## src/rtl/dino_pkg.sv

```systemverilog
// dino_pkg: event and state encodings shared by the button event decoder.
package dino_pkg;
  typedef enum logic [1:0] {EVT_SHORT = 2'b00, EVT_LONG = 2'b01, EVT_REPEAT = 2'b10} evt_t;
  typedef enum logic [1:0] {S_IDLE, S_PRESSED, S_HELD, S_WAIT_REL} state_t;
  localparam int DEF_LONG_TICKS = 8;
  localparam int DEF_REPEAT_TICKS = 4;
endpackage

```

## src/rtl/button_event_decoder_event_slot.sv

```systemverilog
// event_slot: one-deep valid/ack event buffer with sticky drop flag.
module event_slot
  import dino_pkg::*;
(
  input  logic       clk,
  input  logic       reset,
  input  logic       emit,
  input  evt_t       emit_type,
  input  logic       ack,
  output logic       valid,
  output logic [1:0] evt_type,
  output logic       dropped
);
  logic       valid_q, valid_d, dropped_q, dropped_d;
  logic [1:0] type_q, type_d;
  logic       accept;
  always_comb begin
    accept    = emit & (~valid_q | ack);
    valid_d   = emit | (valid_q & ~ack);
    type_d    = accept ? emit_type : type_q;
    dropped_d = dropped_q | (emit & valid_q & ~ack);
  end
  always_ff @(posedge clk) begin
    if (reset) begin
      valid_q   <= 1'b0;
      type_q    <= 2'b00;
      dropped_q <= 1'b0;
    end else begin
      valid_q   <= valid_d;
      type_q    <= type_d;
      dropped_q <= dropped_d;
    end
  end
  assign valid    = valid_q;
  assign evt_type = type_q;
  assign dropped  = dropped_q;
endmodule

```

## src/rtl/button_event_decoder.sv

```systemverilog
// button_event_decoder: turns the debounced button level into SHORT/LONG game events.
// Define BUTTON_EVENT_AUTO_REPEAT_EN to emit REPEAT every REPEAT_TICKS while held.
module button_event_decoder
  import dino_pkg::*;
#(
  parameter int LONG_TICKS   = DEF_LONG_TICKS,
  parameter int CNT_W        = 8,
  parameter int REPEAT_TICKS = DEF_REPEAT_TICKS
) (
  input  logic       clk,
  input  logic       reset,
  input  logic       tick_en,
  input  logic       btn_level,
  input  logic       evt_ack,
  output logic       evt_valid,
  output logic [1:0] evt_type,
  output logic       holding,
  output logic       evt_dropped
);
  state_t             state_q, state_d;
  logic [CNT_W-1:0]   hold_cnt_q, hold_cnt_d, hold_inc;
  logic               emit;
  evt_t               emit_type;
`ifdef BUTTON_EVENT_AUTO_REPEAT_EN
  logic [CNT_W-1:0]   rep_cnt_q, rep_cnt_d, rep_inc;
`else
  logic               unused_rep;
  assign unused_rep = (REPEAT_TICKS != 0);
`endif
  always_comb begin
    state_d    = state_q;
    hold_cnt_d = hold_cnt_q;
    emit       = 1'b0;
    emit_type  = EVT_SHORT;
    hold_inc   = (hold_cnt_q == '1) ? hold_cnt_q : hold_cnt_q + 1'b1;
`ifdef BUTTON_EVENT_AUTO_REPEAT_EN
    rep_cnt_d  = rep_cnt_q;
    rep_inc    = rep_cnt_q + 1'b1;
`endif
    case (state_q)
      S_IDLE: if (btn_level) begin
        state_d    = S_PRESSED;
        hold_cnt_d = '0;
      end
      // release outranks a threshold tick in the same cycle
      S_PRESSED: if (!btn_level) begin
        emit    = 1'b1;
        state_d = S_IDLE;
      end else if (tick_en) begin
        hold_cnt_d = hold_inc;
        if (hold_inc == CNT_W'(LONG_TICKS)) begin
          emit      = 1'b1;
          emit_type = EVT_LONG;
          state_d   = S_HELD;
`ifdef BUTTON_EVENT_AUTO_REPEAT_EN
          rep_cnt_d = '0;
`endif
        end
      end
      S_HELD: if (!btn_level) begin
        state_d = S_IDLE;
`ifdef BUTTON_EVENT_AUTO_REPEAT_EN
      end else if (tick_en) begin
        rep_cnt_d = rep_inc;
        if (rep_inc == CNT_W'(REPEAT_TICKS)) begin
          emit      = 1'b1;
          emit_type = EVT_REPEAT;
          rep_cnt_d = '0;
        end
`endif
      end
      default: state_d = S_IDLE;
    endcase
  end
  always_ff @(posedge clk) begin
    if (reset) begin
      state_q    <= S_IDLE;
      hold_cnt_q <= '0;
`ifdef BUTTON_EVENT_AUTO_REPEAT_EN
      rep_cnt_q  <= '0;
`endif
    end else begin
      state_q    <= state_d;
      hold_cnt_q <= hold_cnt_d;
`ifdef BUTTON_EVENT_AUTO_REPEAT_EN
      rep_cnt_q  <= rep_cnt_d;
`endif
    end
  end
  assign holding = (state_q == S_HELD);
  event_slot u_slot (
    .clk       (clk),
    .reset     (reset),
    .emit      (emit),
    .emit_type (emit_type),
    .ack       (evt_ack),
    .valid     (evt_valid),
    .evt_type  (evt_type),
    .dropped   (evt_dropped)
  );
endmodule
```

## config.mk

```make
export PLATFORM = sky130hd
export DESIGN_NAME = button_event_decoder
export DESIGN_NICKNAME = d
export VERILOG_FILES = /design/src/rtl/dino_pkg.sv /design/src/rtl/button_event_decoder_event_slot.sv /design/src/rtl/button_event_decoder.sv
export SDC_FILE = /design/constraint.sdc
export NUM_CORES = 1
export LEC_CHECK = 0
export ABC_AREA = 1
export CORE_ASPECT_RATIO = 0.75
export CORE_MARGIN = 4
export CORE_UTILIZATION = 37
export DETAILED_ROUTE_END_ITERATION = 8
export REMOVE_ABC_BUFFERS = 1
export SLEW_MARGIN = 25
export SYNTH_ARGS = -nofsm -noshare
export SYNTH_HDL_FRONTEND = slang
export SYNTH_SLANG_ARGS = --single-unit
```

## constraint.sdc

```tcl
create_clock -name clk -period 3.8 [get_ports clk]
set_input_delay 0.76 -clock clk [delete_from_list [all_inputs] [get_ports clk]]
set_output_delay 0.76 -clock clk [all_outputs]
set_load 0.01 [all_outputs]
```

==> results.txt, run 1 <==
Status -> finished clean
CTS Buf Count -> 3
CTS Sinks -> 13
Leak pwr -> 0.408 nW
Avg Cell Area, Syn -> 6.17 um2
Post-synth top area share -> 31.0%
Post-cts sizing count -> 0
Top Usage Layer GRT -> met1
Fmax -> 469 MHz
Final Hold Fails -> 0
Clock-pin slew on the worst setup and hold paths -> 90 ps
GP Congestion -> 0.822
DRC -> 0
DR pass1 iterations -> 4
Critical-path maximum fanout -> 4
CTS tree -> built
Yosys cell types -> 25
Internal power -> 0.000211 W
Total Routing Usage GR -> 13.6%
Min cycle time layout -> 2130 ps
CTS Root Cell -> clkbuf_4
CP startpoint kind -> register
Power Density -> 317 nW/um2
Final ANT Viol Nets -> 0
Crit path arrival time -> 1370 ps
Dpl hpwl -> 1470 um
Cell taking the most area after synthesis -> dfxtp_1
Syn-to-layout area delta -> 14.9%
Post CTS Setup Buffer Count -> 0
# setup viols final -> 0
Nets -> 153
Core area -> 2080 um2
Final core occ -> 46.3%
Largest net degree at the start of global routing -> 12
H-tree depth -> 1
Top_reg_cell synth -> dfxtp_1
Synth area leaders -> dfxtp_1 (31%), nand2_1 (18%), inv_1 (10%)
Critical Path RT -> 3040 ps
Rows -> 14
Number of diodes -> 0
Sw frac -> 30.9%
Most instantiated cells after synthesis -> nand2_1 (40), inv_1 (23), dfxtp_1 (13), nor2_1 (13), nand3_1 (11)
Netlist Area Pre-Place -> 840 um2
Worst r2r path cells -> 12
Clock latency on the worst-skew pair -> 280 ps
Synthesis Warnings -> 0
Max-cap violations -> 0
Asr flop ratio synth -> 0%
Via count -> 815
CP Capture Type -> output pin
Worst hold margin -> 462 ps
Hold Buf Count CTS -> 0
Die height -> 49.3 um
Hold Crit Class -> reg -> reg
Yosys reg bits -> 13
RSZ-0062 raised after global routing -> false
WL/cell -> 10.8 um
Worst Clk Skew -> 10.7 ps
Gr ovfl total -> 0
DR iter-0 viols -> 56
Flop pwr share -> 49.9%
Met2 global-route usage -> 18.2%
Post-Place Cells -> 166
Seq/Total Area, Yosys -> 31.0%
I/O Buffers -> 8
Crit Path Class -> reg -> out
Final period util -> 56.1%
Ratio of cells with drive above 1 in the final layout -> 9.59%
Global-route wire length before repair -> 3320 um
IO Count -> 10
Total Wirelength -> 1840 um
Horiz. Die Dim -> 63.0 um
DR vias/cell -> 4.79
Sw power -> 0.0000943 W
Die area -> 3100 um2
Non-filler instance count after layout -> 170
Pwr Total -> 0.000305 W
Comb pwr share -> 21.4%
Max Slew Vio Count -> 0
Top-count cell post-synth -> nand2_1
M1 GR Usage -> 19.4%
Buffer levels on the longest clock path -> 2
Syn Inst Count -> 136
Post-synth EDFFs -> 0
Initial antenna violation count -> 0
Max IR drop VDD -> 144 uV
Met3 Track Usage GR -> 5.76%
Initial Util -> 40.3%
Clk pwr share -> 28.7%
Setup Total Neg Slack -> 0 ps
Vias in the first global route -> 737
Worst hold stages -> 2
==> cell usage in the layout, fill, tap and decap left out, drive strengths merged <==
cell type / count
nand2: 43
inv: 23
nor2: 17
dfxtp: 13
nand3: 11
a21oi: 11
clkdlybuf4s50: 8
o21ai: 5
clkbuf: 4
xnor2: 1
and2: 1
nand3b: 1
nand4: 1
a2bb2oi: 1
nor3: 1
a31oi: 1
or2: 1
o21bai: 1
ha: 1
conb: 1
==> logic make-up after synthesis <==
kind of cell	count (synthesis)	synth area share, %
buffers and inverters	25	11.6
DFF	13	31.0
other	1	0.447
adders and majority gates	1	1.49
xor gates and xnor gates	1	1.04
and+or+nand+nor	76	41.3
AOI/OAI and AO/OA	19	13.1
==> routing by layer <==
layer | wire (um) | part of all wire [%]
met1 | 984 | 54
met5 | 0 | 0
met4 | 13 | 0.71
met3 | 93 | 5.1
met2 | 744 | 41
==> worst max-delay path, cell delays in order, from the launching register on <==
cell and delay [ps]:
dfxtp_1 380, inv_1 90, nor2_1 90, clkdlybuf4s50_1 540
==> registers in the layout, summed over array words and instances, names as in the netlist <==
| name | count |
|---|---|
| u_slot.dropped | 1 |
| u_slot.evt_type | 1 |
| hold_cnt_q | 8 |
| state_q | 2 |
| u_slot.valid | 1 |
==> metrics by stage <==
step,worst slack [ps],area (um2)
finish,1670,965
global route,1560,965
CTS,1660,965
detailed placement,1530,938
global placement,1610,938
floorplan,2250,828
==> cell type report <==
cell class                      instances  area, um2
Clock buffer                            4       26.3
Multi-Input combinational cell         98        482
Tap cell                               24       30.0
Fill cell                             222       1120
Sequential cell                        13        260
Timing Repair Buffer                    8       80.1
Inverter                               23       86.3
==> power groups by stage <==
stage          sequential [W]  combinational, W  clock (W)
3_5_place_dp         0.000155         0.0000651          0
2_1_floorplan        0.000154         0.0000417          0
4_1_cts              0.000152         0.0000655  0.0000916
3_3_place_gp         0.000155         0.0000640          0
5_1_grt              0.000154         0.0000756   0.000102
6_report             0.000152         0.0000654  0.0000876
==> final timing paths <==
check	start	to	slack [ps]
min	u_slot.evt_type[0]	u_slot.evt_type[0]	460
max reg2reg	hold_cnt_q[0]	state_q[0]	2040
min reg2reg	u_slot.evt_type[0]	u_slot.evt_type[0]	460
max	state_q[1]	holding	1670
(Power assumes the default switching activity.)
==> run 2: changes to the inputs <==
- clock period: 3.8 -> 2.2 ns (I/O delays scaled with it)
==> run 2 against run 1 <==
Hold slack better by 0.54 ps. Worst setup slack worse by 1300 ps. Clock skew hardly changed. Via count is 2.5% higher. Clock-buffer cell count is 1 lower. Final cell count is 0.59% higher. Sequential power is 72% higher. Wire length is 1.9% higher. Design area is 0.91% higher. Critical path type unchanged. Critical endpoint unchanged. Highest routed layer unchanged.
==> results.txt, run 2 (synthesis results as in run 1) <==
Sw frac -> 31.5%
Worst hold margin -> 463 ps
Vias in the first global route -> 760
Max FFs per register -> 8
Critical Path RT -> 1760 ps
Ratio of cells with drive above 1 in the final layout -> 10.9%
Rows -> 14
Hold Crit Class -> reg -> reg
Met3 Track Usage GR -> 5.76%
H-tree depth -> 1
Setup slack after placement -> 238 ps
Commonest non-fill, non-tap cell in the layout -> nand2_1
Reg with most FFs -> hold_cnt_q
RSZ-0062 raised after global routing -> false
Clk pwr share -> 28.8%
Final period util -> 82.0%
GP Congestion -> 0.833
Setup Total Neg Slack -> 0 ps
Final Hold Fails -> 0
Syn-to-layout area delta -> 15.9%
Multi-input gate area -> 482 um2
Max IR drop VDD -> 244 uV
Fmax -> 554 MHz
Min cycle time layout -> 1800 ps
Top Registers -> hold_cnt_q (8), state_q (2)
CTS Sinks -> 13
Fill cell count -> 221
Number of diodes -> 0
CTS Buf Count -> 3
Initial antenna violation count -> 0
Total Wirelength -> 1870 um
CP startpoint kind -> register
Initial Util -> 40.3%
Power Density -> 545 nW/um2
Final ANT Viol Nets -> 0
DRC -> 0
Dpl hpwl -> 1500 um
Post-cts sizing count -> 0
Die height -> 49.3 um
I/O Buffers -> 8
CTS tree -> built
Max-cap violations -> 0
FF+latch area -> 260 um2
Nets -> 154
Crit path arrival time -> 1360 ps
Commonest non-fill, non-tap cells in the layout -> nand2_1 (40), inv_1 (23), nor2_1 (13), dfxtp_1 (13), nand3_1 (11)
Status -> finished clean
Buffer levels on the longest clock path -> 2
Final worst slack -> 396 ps
Comb pwr share -> 21.7%
Sw power -> 0.000167 W
Hold Buf Count CTS -> 0
DR pass1 iterations -> 4
CTS Root Cell -> clkbuf_4
Core area -> 2080 um2
Clock-pin slew on the worst setup and hold paths -> 90 ps
# setup viols final -> 0
Via count -> 835
Total Routing Usage GR -> 13.3%
IO Count -> 10
Clock latency on the worst-skew pair -> 290 ps
Leak pwr -> 0.416 nW
Flop pwr share -> 49.4%
Critical-path maximum fanout -> 4
Gr ovfl total -> 0
Met2 global-route usage -> 19.3%
Global-route wire length before repair -> 3330 um
Post CTS Setup Buffer Count -> 0
Die area -> 3100 um2
M1 GR Usage -> 18.6%
CP Capture Type -> output pin
Worst Clk Skew -> 11.2 ps
Internal power -> 0.000363 W
Horiz. Die Dim -> 63.0 um
Max Slew Vio Count -> 0
WL/cell -> 10.9 um
DR iter-0 viols -> 34
Crit Path Class -> reg -> out
DR vias/cell -> 4.88
Largest net degree at the start of global routing -> 9
Top Usage Layer GRT -> met2
## run 2: changes by cell type in the layout (fill, tap and decap cells not counted)
cell,previous run,this run
buf_4,0,1
clkbuf_1,1,0
clkinv_2,0,1
## run 2: worst max-delay path, cell delays in order, from the launching register on
cell	delay (ps)
dfxtp_1	380
inv_1	90
nor2_1	80
clkdlybuf4s50_1	540
## run 2: worst paths after layout
check,from,end,slack (ps),cells after the start
worst min register to register,u_slot.evt_type[0],u_slot.evt_type[0],460,2
worst max register to register,hold_cnt_q[0],state_q[0],420,12
worst min-delay path,u_slot.evt_type[0],u_slot.evt_type[0],460,2
worst max-delay path,state_q[1],holding,400,3
## run 2: routing by layer
| metal | part of all wire, % | up-vias |
|---|---|---|
| met5 | 0 | - |
| li1 | - | 444 |
| met4 | 0.53 | 0 |
| met2 | 39 | 23 |
| met1 | 54 | 366 |
| met3 | 7.0 | 2 |
## run 2: layout make-up
cell class | count | share of cell area [%]
multi-input cells | 98 | 49.5
repair buffers | 9 | 9.00
flip-flops and latches | 13 | 26.7
clock inverters | 1 | 0.514
inverters | 23 | 8.87
clock buffers | 3 | 2.31
well taps | 24 | 3.08
## run 2: power groups by stage
stage	Combinational, W	Clock [W]	Sequential, W
3_3_place_gp	0.000112	0	0.000268
4_1_cts	0.000115	0.000157	0.000262
6_report	0.000115	0.000153	0.000262
3_5_place_dp	0.000114	0	0.000268
2_1_floorplan	0.0000720	0	0.000266
5_1_grt	0.000133	0.000170	0.000265
## run 2: through the flow
| step | std cells | util [%] | total power (W) | cell area, um2 |
|---|---|---|---|---|
| floorplan | 134 | - | 0.000338 | 828 |
| global placement | 167 | 45.4 | 0.000380 | 946 |
| detailed placement | 167 | 45.4 | 0.000382 | 946 |
| CTS | 171 | 46.7 | 0.000534 | 973 |
| global route | 171 | 46.7 | 0.000568 | 973 |
| finish | 171 | 46.7 | 0.000530 | 973 |
==> run 3: changes to the inputs <==
- clock period: 2.2 -> 1.6 ns (I/O delays scaled with it)
==> run 3 against run 2 <==
Critical endpoint is now state_q[0]. Hold slack improved by 8.6 ps. Clock power increased by 30%. Critical path depth increased by 9. Largest power group unchanged. Total power increased by 40%. Core utilization increased by 6.4 points. Clock skew decreased by 9.4 ps. Sequential share of layout area decreased by 2.6 points. Largest cell class unchanged.
==> results.txt, run 3 (synthesis results as in run 1) <==
Status -> finished clean
Clock latency on the worst-skew pair -> 270 ps
I/O Buffers -> 8
Initial Util -> 40.3%
H-tree depth -> 1
Setup slack after placement -> -127 ps
Final period util -> 97.4%
CTS Root Cell -> clkbuf_4
Max IR drop VDD -> 434 uV
CTS Sinks -> 13
Min cycle time layout -> 1560 ps
CTS Buf Count -> 3
WL/cell -> 10.9 um
Max-cap violations -> 0
Internal power -> 0.000515 W
RSZ-0062 raised after global routing -> true
Fmax -> 642 MHz
Flop pwr share -> 49.0%
Comb pwr share -> 24.2%
Critical Path RT -> 1780 ps
Crit path arrival time -> 1730 ps
Placed Area -> 998 um2
Die area -> 3100 um2
Sw frac -> 30.4%
CTS tree -> built
DRC -> 0
Critical-path maximum fanout -> 4
Max Slew Vio Count -> 0
Worst hold margin -> 471 ps
Leak pwr -> 0.483 nW
Final core occ -> 53.1%
Total Routing Usage GR -> 13.2%
Power Density -> 668 nW/um2
# setup viols final -> 0
Largest net degree at the start of global routing -> 9
Gr ovfl total -> 0
Reg with most FFs -> hold_cnt_q
Crit Path Class -> reg -> reg
IO Count -> 10
Commonest non-fill, non-tap cells in the layout -> nand2_1 (34), inv_1 (22), nor2_1 (12)
Commonest non-fill, non-tap cell in the layout -> nand2_1
Clk pwr share -> 26.9%
GP Congestion -> 0.803
Initial antenna violation count -> 0
Hold Crit Class -> reg -> reg
Sw power -> 0.000225 W
DR pass1 iterations -> 4
Die height -> 49.3 um
Non-filler instance count after layout -> 179
Final worst slack -> 42.0 ps
Clock-pin slew on the worst setup and hold paths -> 80 ps
CP startpoint kind -> register
Final ANT Viol Nets -> 0
Global-route wire length before repair -> 3250 um
Final Hold Fails -> 0
Nets -> 162
Via count -> 841
Final instance area -> 1110 um2
Total Wirelength -> 1950 um
Top Registers -> hold_cnt_q (8), state_q (2)
Core area -> 2080 um2
Post-Place Cells -> 174
Syn-to-layout area delta -> 31.9%
Buffer levels on the longest clock path -> 2
Ratio of cells with drive above 1 in the final layout -> 25.8%
R2R Setup Slk -> 40 ps
DR iter-0 viols -> 31
CP Capture Type -> register
Rows -> 14
Max FFs per register -> 8
Horiz. Die Dim -> 63.0 um
Number of diodes -> 0
DR vias/cell -> 4.70
Vias in the first global route -> 755
Worst Clk Skew -> 1.79 ps
Dpl hpwl -> 1490 um
## run 3: final timing paths
| kind | cells past startpoint | startpoint | end |
|---|---|---|---|
| max | 12 | hold_cnt_q[1] | state_q[0] |
| min | 2 | u_slot.dropped | u_slot.dropped |
| max reg2reg | 12 | hold_cnt_q[1] | state_q[0] |
| min reg2reg | 2 | u_slot.dropped | u_slot.dropped |
## run 3: final cells by class
type | count | area, um2
Clock buffer | 4 | 26.3
Fill cell | 214 | 977
Inverter | 23 | 86.3
Multi-Input combinational cell | 98 | 551
Sequential cell | 13 | 268
Tap cell | 24 | 30.0
Timing Repair Buffer | 17 | 146
## run 3: timing repair
item | CTS | global route
hold buffers | 0 | 0
resized for setup | 8 | 18
buffers inserted | 0 | 1
gates cloned | 0 | 0
setup endpoints to repair | 4 | 10
pin swaps | 3 | 5
## run 3: worst max-delay path, cell delays in order, from the launching register on
cell and delay (ps):
dfxtp_2 360, ha_4 160, nand2_4 60, nor2_4 140
nand3b_1 120, nand2_1 110, nand2_2 70, nor2_4 80
nand3_1 70, nand2_1 70, nand2_1 60, o21bai_1 120
inv_1 40
## run 3: per-stage QoR
stage	power, W	TNS [ps]
2_1_floorplan	0.000465	0
3_3_place_gp	0.000533	-595
3_5_place_dp	0.000534	-912
4_1_cts	0.000744	0
5_1_grt	0.000793	-367
6_report	0.000740	0
## run 3: layer usage
layer	track usage, %	up-vias	share of wire, %
li1	-	460	-
met1	18.9	363	52
met2	18.4	16	43
met3	4.84	2	4.7
met4	3.30	0	0.67
met5	0	-	0
## run 3: power by group through the flow
| stage | logic [W] | clock network (W) | registers, W |
|---|---|---|---|
| 4_1_cts | 0.000167 | 0.000215 | 0.000362 |
| 3_3_place_gp | 0.000167 | 0 | 0.000366 |
| 3_5_place_dp | 0.000168 | 0 | 0.000367 |
| 6_report | 0.000179 | 0.000199 | 0.000362 |
| 5_1_grt | 0.000205 | 0.000224 | 0.000365 |
| 2_1_floorplan | 0.0000990 | 0 | 0.000366 |
